[src/rtl/clkdiv_ctrl_if.sv]
// clkdiv_ctrl_if: divide-ratio configuration handshake.
//   cfg_valid  master -> slave  new ratio offered
//   cfg_div    master -> slave  requested ratio N
//   cfg_ready  slave -> master  ratio can be accepted this cycle
//   cfg_err    slave -> master  one-cycle pulse after an illegal ratio (<2) was consumed
interface clkdiv_ctrl_if #(
    parameter int CNT_W = 8
);
    logic             cfg_valid;
    logic [CNT_W-1:0] cfg_div;
    logic             cfg_ready;
    logic             cfg_err;

    modport master (
        output cfg_valid,
        output cfg_div,
        input  cfg_ready,
        input  cfg_err
    );

    modport slave (
        input  cfg_valid,
        input  cfg_div,
        output cfg_ready,
        output cfg_err
    );
endinterface

[src/rtl/clkdiv_ctrl.sv]
// clkdiv_ctrl: programmable integer clock divider with glitch-free ratio changes.
//   clk        system clock
//   rst        synchronous active-low reset
//   en         run enable; dropping it finishes the current period first
//   cfg        ratio configuration handshake (slave side)
//   tick       one-cycle enable on the last cycle of each divided period
//   clk_out    registered divided clock, high for the first active_div>>1 cycles
//   active_div ratio currently in effect
//   busy       high while running (RUN or PEND)
module clkdiv_ctrl #(
    parameter int CNT_W   = 8,
    parameter int DEF_DIV = 2
) (
    input  logic             clk,
    input  logic             rst,
    input  logic             en,
    clkdiv_ctrl_if.slave     cfg,
    output logic             tick,
    output logic             clk_out,
    output logic [CNT_W-1:0] active_div,
    output logic             busy
);
    typedef enum logic [1:0] {IDLE, RUN, PEND} state_t;

    localparam logic [CNT_W-1:0] DEF = CNT_W'(DEF_DIV);

    state_t           state_q, state_n;
    logic [CNT_W-1:0] count_q, count_n;
    logic [CNT_W-1:0] div_n;
    logic [CNT_W-1:0] pend_q, pend_n;
    logic             err_q, err_n;
    logic             clk_n;
    logic             ready, xfer, legal, at_end, running;

    assign ready         = (state_q != PEND);
    assign cfg.cfg_ready = ready;
    assign cfg.cfg_err   = err_q;
    assign xfer          = cfg.cfg_valid && ready;
    assign legal         = |cfg.cfg_div[CNT_W-1:1];
    assign at_end        = (count_q == active_div - CNT_W'(1));
    assign running       = (state_q != IDLE);
    assign tick          = running && at_end;
    assign busy          = running;

    always_comb begin
        state_n = state_q;
        count_n = count_q;
        div_n   = active_div;
        pend_n  = pend_q;
        err_n   = xfer && !legal;
        case (state_q)
            IDLE: begin
                count_n = '0;
                if (xfer && legal) div_n = cfg.cfg_div;
                if (en) state_n = RUN;
            end
            RUN: begin
                count_n = at_end ? '0 : count_q + CNT_W'(1);
                if (at_end && !en) begin
                    // Stopping at a period boundary: a ratio offered now can
                    // take effect immediately, as it would in IDLE.
                    state_n = IDLE;
                    if (xfer && legal) div_n = cfg.cfg_div;
                end else if (xfer && legal) begin
                    // Transfer on a tick cycle still waits for the next tick.
                    pend_n  = cfg.cfg_div;
                    state_n = PEND;
                end
            end
            PEND: begin
                count_n = at_end ? '0 : count_q + CNT_W'(1);
                if (at_end) begin
                    div_n   = pend_q;
                    state_n = en ? RUN : IDLE;
                end
            end
            default: state_n = IDLE;
        endcase
        // clk_out is registered from next-cycle values so it lines up with count.
        clk_n = (state_n != IDLE) && (count_n < (div_n >> 1));
    end

    always_ff @(posedge clk) begin
        if (!rst) begin
            state_q    <= IDLE;
            count_q    <= '0;
            active_div <= DEF;
            pend_q     <= DEF;
            err_q      <= 1'b0;
            clk_out    <= 1'b0;
        end else begin
            state_q    <= state_n;
            count_q    <= count_n;
            active_div <= div_n;
            pend_q     <= pend_n;
            err_q      <= err_n;
            clk_out    <= clk_n;
        end
    end
endmodule
[src/flat_wrapper.sv]
// flat-port wrapper written by rule: the top's interface ports become plain ports
module clkdiv_ctrl_flat 
#(
    parameter int CNT_W   = 8,
    parameter int DEF_DIV = 2
)
  (clk, rst, en, tick, clk_out, active_div, busy, cfg_cfg_valid, cfg_cfg_div, cfg_cfg_ready, cfg_cfg_err);
  clkdiv_ctrl_if #(.CNT_W(CNT_W)) cfg_i ();
  input  logic clk;
  input  logic rst;
  input  logic en;
  output logic tick;
  output logic clk_out;
  output logic [CNT_W-1:0] active_div;
  output logic busy;
  input wire logic [$bits(cfg_i.cfg_valid)-1:0] cfg_cfg_valid;
  input wire logic [$bits(cfg_i.cfg_div)-1:0] cfg_cfg_div;
  output wire logic [$bits(cfg_i.cfg_ready)-1:0] cfg_cfg_ready;
  output wire logic [$bits(cfg_i.cfg_err)-1:0] cfg_cfg_err;
  assign cfg_i.cfg_valid = cfg_cfg_valid;
  assign cfg_i.cfg_div = cfg_cfg_div;
  assign cfg_cfg_ready = cfg_i.cfg_ready;
  assign cfg_cfg_err = cfg_i.cfg_err;
  clkdiv_ctrl #(.CNT_W(CNT_W), .DEF_DIV(DEF_DIV)) u_core (.clk(clk), .rst(rst), .en(en), .cfg(cfg_i), .tick(tick), .clk_out(clk_out), .active_div(active_div), .busy(busy));
endmodule
[config.mk]
export PLATFORM = sky130hd
export DESIGN_NAME = clkdiv_ctrl_flat
export DESIGN_NICKNAME = d
export VERILOG_FILES = /design/src/rtl/clkdiv_ctrl_if.sv /design/src/rtl/clkdiv_ctrl.sv /design/src/flat_wrapper.sv
export SDC_FILE = /design/constraint.sdc
export NUM_CORES = 1
export LEC_CHECK = 0
export BUFFER_PORTS_ARGS = -buffer_cell sky130_fd_sc_hd__buf_2
export CORE_MARGIN = 1.5
export CORE_UTILIZATION = 50
export DETAILED_ROUTE_END_ITERATION = 12
export GPL_TIMING_DRIVEN = 0
export PLACE_DENSITY = 0.82
export SLEW_MARGIN = 0
export SYNTH_ARGS = -nofsm -noshare
export SYNTH_HDL_FRONTEND = slang
export SYNTH_SLANG_ARGS = --single-unit
[constraint.sdc]
create_clock -name clk -period 11.2 [get_ports clk]
set_input_delay 1.12 -clock clk [delete_from_list [all_inputs] [get_ports clk]]
set_output_delay 1.12 -clock clk [all_outputs]
set_load 0.02 [all_outputs]
==> flow_metrics.py <==
metrics = {
    "routing": {
        "ant_nets": 0,
        "wl_per_cell_um": 15.85,
        "drc": 0,
        "vias": 1784,
        "dr.pass1.iters": 4,
        "finalWirelength_mm": 4.724,
        "drt-initial-drc-count": 122,
        "via_per_inst": 5.987,
    },
    "clock_network": {
        "post_cts_resize_count": 0,
        "cts.sinks": 28,
        "clk_pin_slew_ps": 100,
        "clk_path_buf_depth": 2,
        "cts_tree": "built",
        "ctsHoldBuffers": 0,
        "post_cts_buffers": 0,
        "numCtsBuffers": 3,
        "clk_latency_ps": 280,
        "root_buffer": "clkbuf_8",
        "htree_levels": 1,
    },
    "sta": {
        "period_share": 0.3726,
        "tightest_slew_ps": 880.6,
        "drv_slew": 0,
        "finalSetupTns_ps": 0,
        "setup_ws_ps": 7027,
        "rsz0062_at_grt": "no",
        "skew_ps": 5.268,
        "finalHoldViolCount": 0,
        "slew_headroom": 0.4110,
        "final-setup-viol-count": 0,
        "fmax_ghz": 0.2396,
        "post-route-min-period_ps": 4173,
    },
    "floorplanning": {
        "start_util": 0.5258,
        "core_sq_um": 3689,
        "die_area_sq_um": 4261,
        "fp.dieW_um": 65.28,
        "ios": 25,
        "rows": 22,
        "die_h_um": 65.28,
    },
    "worst_setup_path": {
        "critPathKind": "in2reg",
        "max_stage_delay_ps": 750,
        "crit_family": "compound AO/OA/AOI/OAI gates",
        "crit_slowest_cell": "o41ai_4",
        "worst_path_most_repeated_cell": "a21o_1",
        "cp-end-kind": "register",
        "r2r_cells": 14,
        "path_max_fanout": 10,
        "reg2reg_slack_ps": 7110,
        "critical_path_required_ps": 11410,
        "crit_chain": "buf_2 -> or4_1 -> o41ai_4 -> mux2i_1 -> nor3_1 -> a221oi_2 -> ha_1 -> a21o_1 -> a21o_1 -> a211oi_1 -> o221ai_1 -> a211oi_2",
        "timing.rr.start": "u_core.active_div[1]",
        "rr_endpoint": "u_core.clk_out",
        "arrival_ps": 4380,
        "cp-start-kind": "primary input",
        "critPathBufInv": 1,
    },
    "synthesis": {
        "synth_area_sq_um": 1939,
        "ys_warn_count": 0,
        "synth-edff-count": 0,
        "yosysSeqAreaShare": 0.2890,
        "ys_ff_latch": 28,
        "syn_nets": 247,
        "synth_ff_type": "dfxtp_1",
        "syn_area_per_cell_sq_um": 8.697,
        "synthCells": 223,
        "ys_types": 55,
        "synthArstFlopShare": 0,
    },
    "run": {
        "cap_violations": 0,
    },
    "placed_design": {
        "gp_congestion": 0.8399,
        "dpl.cell_count": 294,
        "hpwl_mm": 3.638,
        "preCtsSetupSlack_ps": 6756,
        "port_buffers": 23,
    },
    "min_path": {
        "hold_depth": 2,
        "hold_path_class": "reg2reg",
        "hold_start": "u_core.pend_q[1]",
        "holdPathEnd": "u_core.pend_q[1]",
    },
    "global_routing": {
        "grt_usage": 0.2304,
        "grt_max_degree": 17,
        "antenna_found_initial": 0,
        "grt_pass1_vias": 1683,
        "grt_pass1_wl_mm": 7.707,
        "overflow": 0,
    },
    "power": {
        "p_leak_nw": 0.9443,
        "power_density_nw_per_um2": 163.8,
        "vdd_ir_drop_max_mv": 0.08146,
    },
    "final_layout": {
        "stdcell_count": 298,
        "layout-drive-gt1-share": 0.1760,
        "n_fill_cell": 360,
        "area_growth_pct": 12.71,
        "antenna_cells": 0,
        "fin_nets": 275,
    },
    "status": {
        "status": "complete, no violations",
    },
}
worst min-delay path, cell delays in order, from the launching register on:
cell and delay [ps]:
dfxtp_1 360, mux2i_1 70, nand2_1 50
cells in the mapped netlist (2+ instances only):
library cell,number,share of area
dfxtp_1,28,0.29
nor2_1,22,0.043
nand2_1,16,0.031
mux2i_1,15,0.077
inv_1,14,0.027
ha_1,12,0.077
a21oi_1,11,0.028
nor2b_1,8,0.026
nor3_1,8,0.021
a221oi_2,7,0.054
xnor2_1,7,0.032
o21ai_0,6,0.015
nand3_1,5,0.013
a21o_1,4,0.015
and2_1,4,0.013
clkbuf_1,4,0.0077
a211oi_1,3,0.012
and3_1,3,0.0097
xor2_1,3,0.014
a311oi_1,2,0.0090
a31oi_1,2,0.0065
and3b_1,2,0.0090
nor4_1,2,0.0065
o211ai_1,2,0.0077
o21ai_1,2,0.0052
or3_1,2,0.0065
sequential cells by signal, indices dropped and copies added (netlist names):
| register | count |
|---|---|
| u_core.pend_q | 8 |
| u_core.state_q | 2 |
| u_core.clk_out | 1 |
| u_core.active_div | 8 |
| u_core.count_q | 8 |
| u_core.cfg.cfg_err | 1 |
worst max path at each step:
| stage | from | endpoint | slack [ps] | cells after the start |
|---|---|---|---|---|
| 6_report | cfg_cfg_div[7] | u_core.clk_out | 7030 | 12 |
| 5_1_grt | u_core.active_div[0] | u_core.clk_out | 6900 | 15 |
| 3_5_place_dp | cfg_cfg_div[7] | u_core.clk_out | 6760 | 12 |
| 3_3_place_gp | cfg_cfg_div[7] | u_core.clk_out | 6820 | 12 |
| 4_1_cts | cfg_cfg_div[7] | u_core.clk_out | 7050 | 12 |
| 2_1_floorplan | cfg_cfg_div[7] | u_core.clk_out | 7260 | 11 |
cells by family (layout without fill, tap and decap cells):
group,after synthesis,count (layout),synth area share
DFF,28,28,0.2890
and+or+nand+nor,82,82,0.2258
muxes,15,15,0.07742
xor gates and xnor gates,10,10,0.04516
AOI/OAI and AO/OA,54,54,0.2361
adders and majority gates,12,12,0.07742
buffers and inverters,22,49,0.04903
placed cells by master (no fill, tap or decap), types with 2 or more instances in the layout:
cell type and count:
clkbuf_8 3, and3_1 3, clkbuf_1 4, dfxtp_1 28, a311oi_1 2, o21ai_1 2, xnor2_1 7, buf_2 24
nor2b_1 8, and2_1 4, o211ai_1 2, or3_1 2, nor3_1 8, and3b_1 2, o21ai_0 6, xor2_1 3
nor2_1 22, nand3_1 5, nor4_1 2, a21oi_1 11, inv_1 14, nand2_1 16, a21o_1 4, a211oi_1 3
a221oi_2 7, mux2i_1 15, ha_1 12, a31oi_1 2
layer usage:
metal | GRT usage | vias to the layer above | wire [um]
met3 | 0.02055 | 7 | 269
met5 | 0 | - | 0
li1 | - | 866 | -
met4 | 0.08854 | 0 | 76
met1 | 0.2997 | 859 | 2131
met2 | 0.3941 | 52 | 2247
power breakdown:
group	internal, W	switching [W]	total, W
combinational	0.0000606	0.0000928	0.000153
sequential	0.000110	0.0000149	0.000125
clock	0.0000479	0.0000322	0.0000801
per-stage QoR:
stage / utilization / area (sq um) / total power, W / hold WS, ps
after floorplan: - / 1939 / 0.0002401 / 460.7
after global placement: 0.5733 / 2115 / 0.0002725 / 477.5
after detailed placement: 0.5733 / 2115 / 0.0002784 / 481.9
after CTS: 0.5926 / 2186 / 0.0003586 / 508.2
after global routing: 0.5926 / 2186 / 0.0003797 / 532.3
final: 0.5926 / 2186 / 0.0003581 / 509.1
cell type report:
| type | count | area [sq um] | share of cell area |
|---|---|---|---|
| flip-flops and latches | 28 | 560.5 | 0.2564 |
| clock buffers | 3 | 41.29 | 0.01889 |
| clock inverters | 1 | 30.03 | 0.01374 |
| multi-input cells | 173 | 1284 | 0.5873 |
| well taps | 48 | 60.06 | 0.02748 |
| repair buffers | 23 | 115.1 | 0.05266 |
| plain buffers | 7 | 38.79 | 0.01774 |
| inverters | 15 | 56.30 | 0.02576 |
No activity file was read; power rests on OpenSTA's default activity.
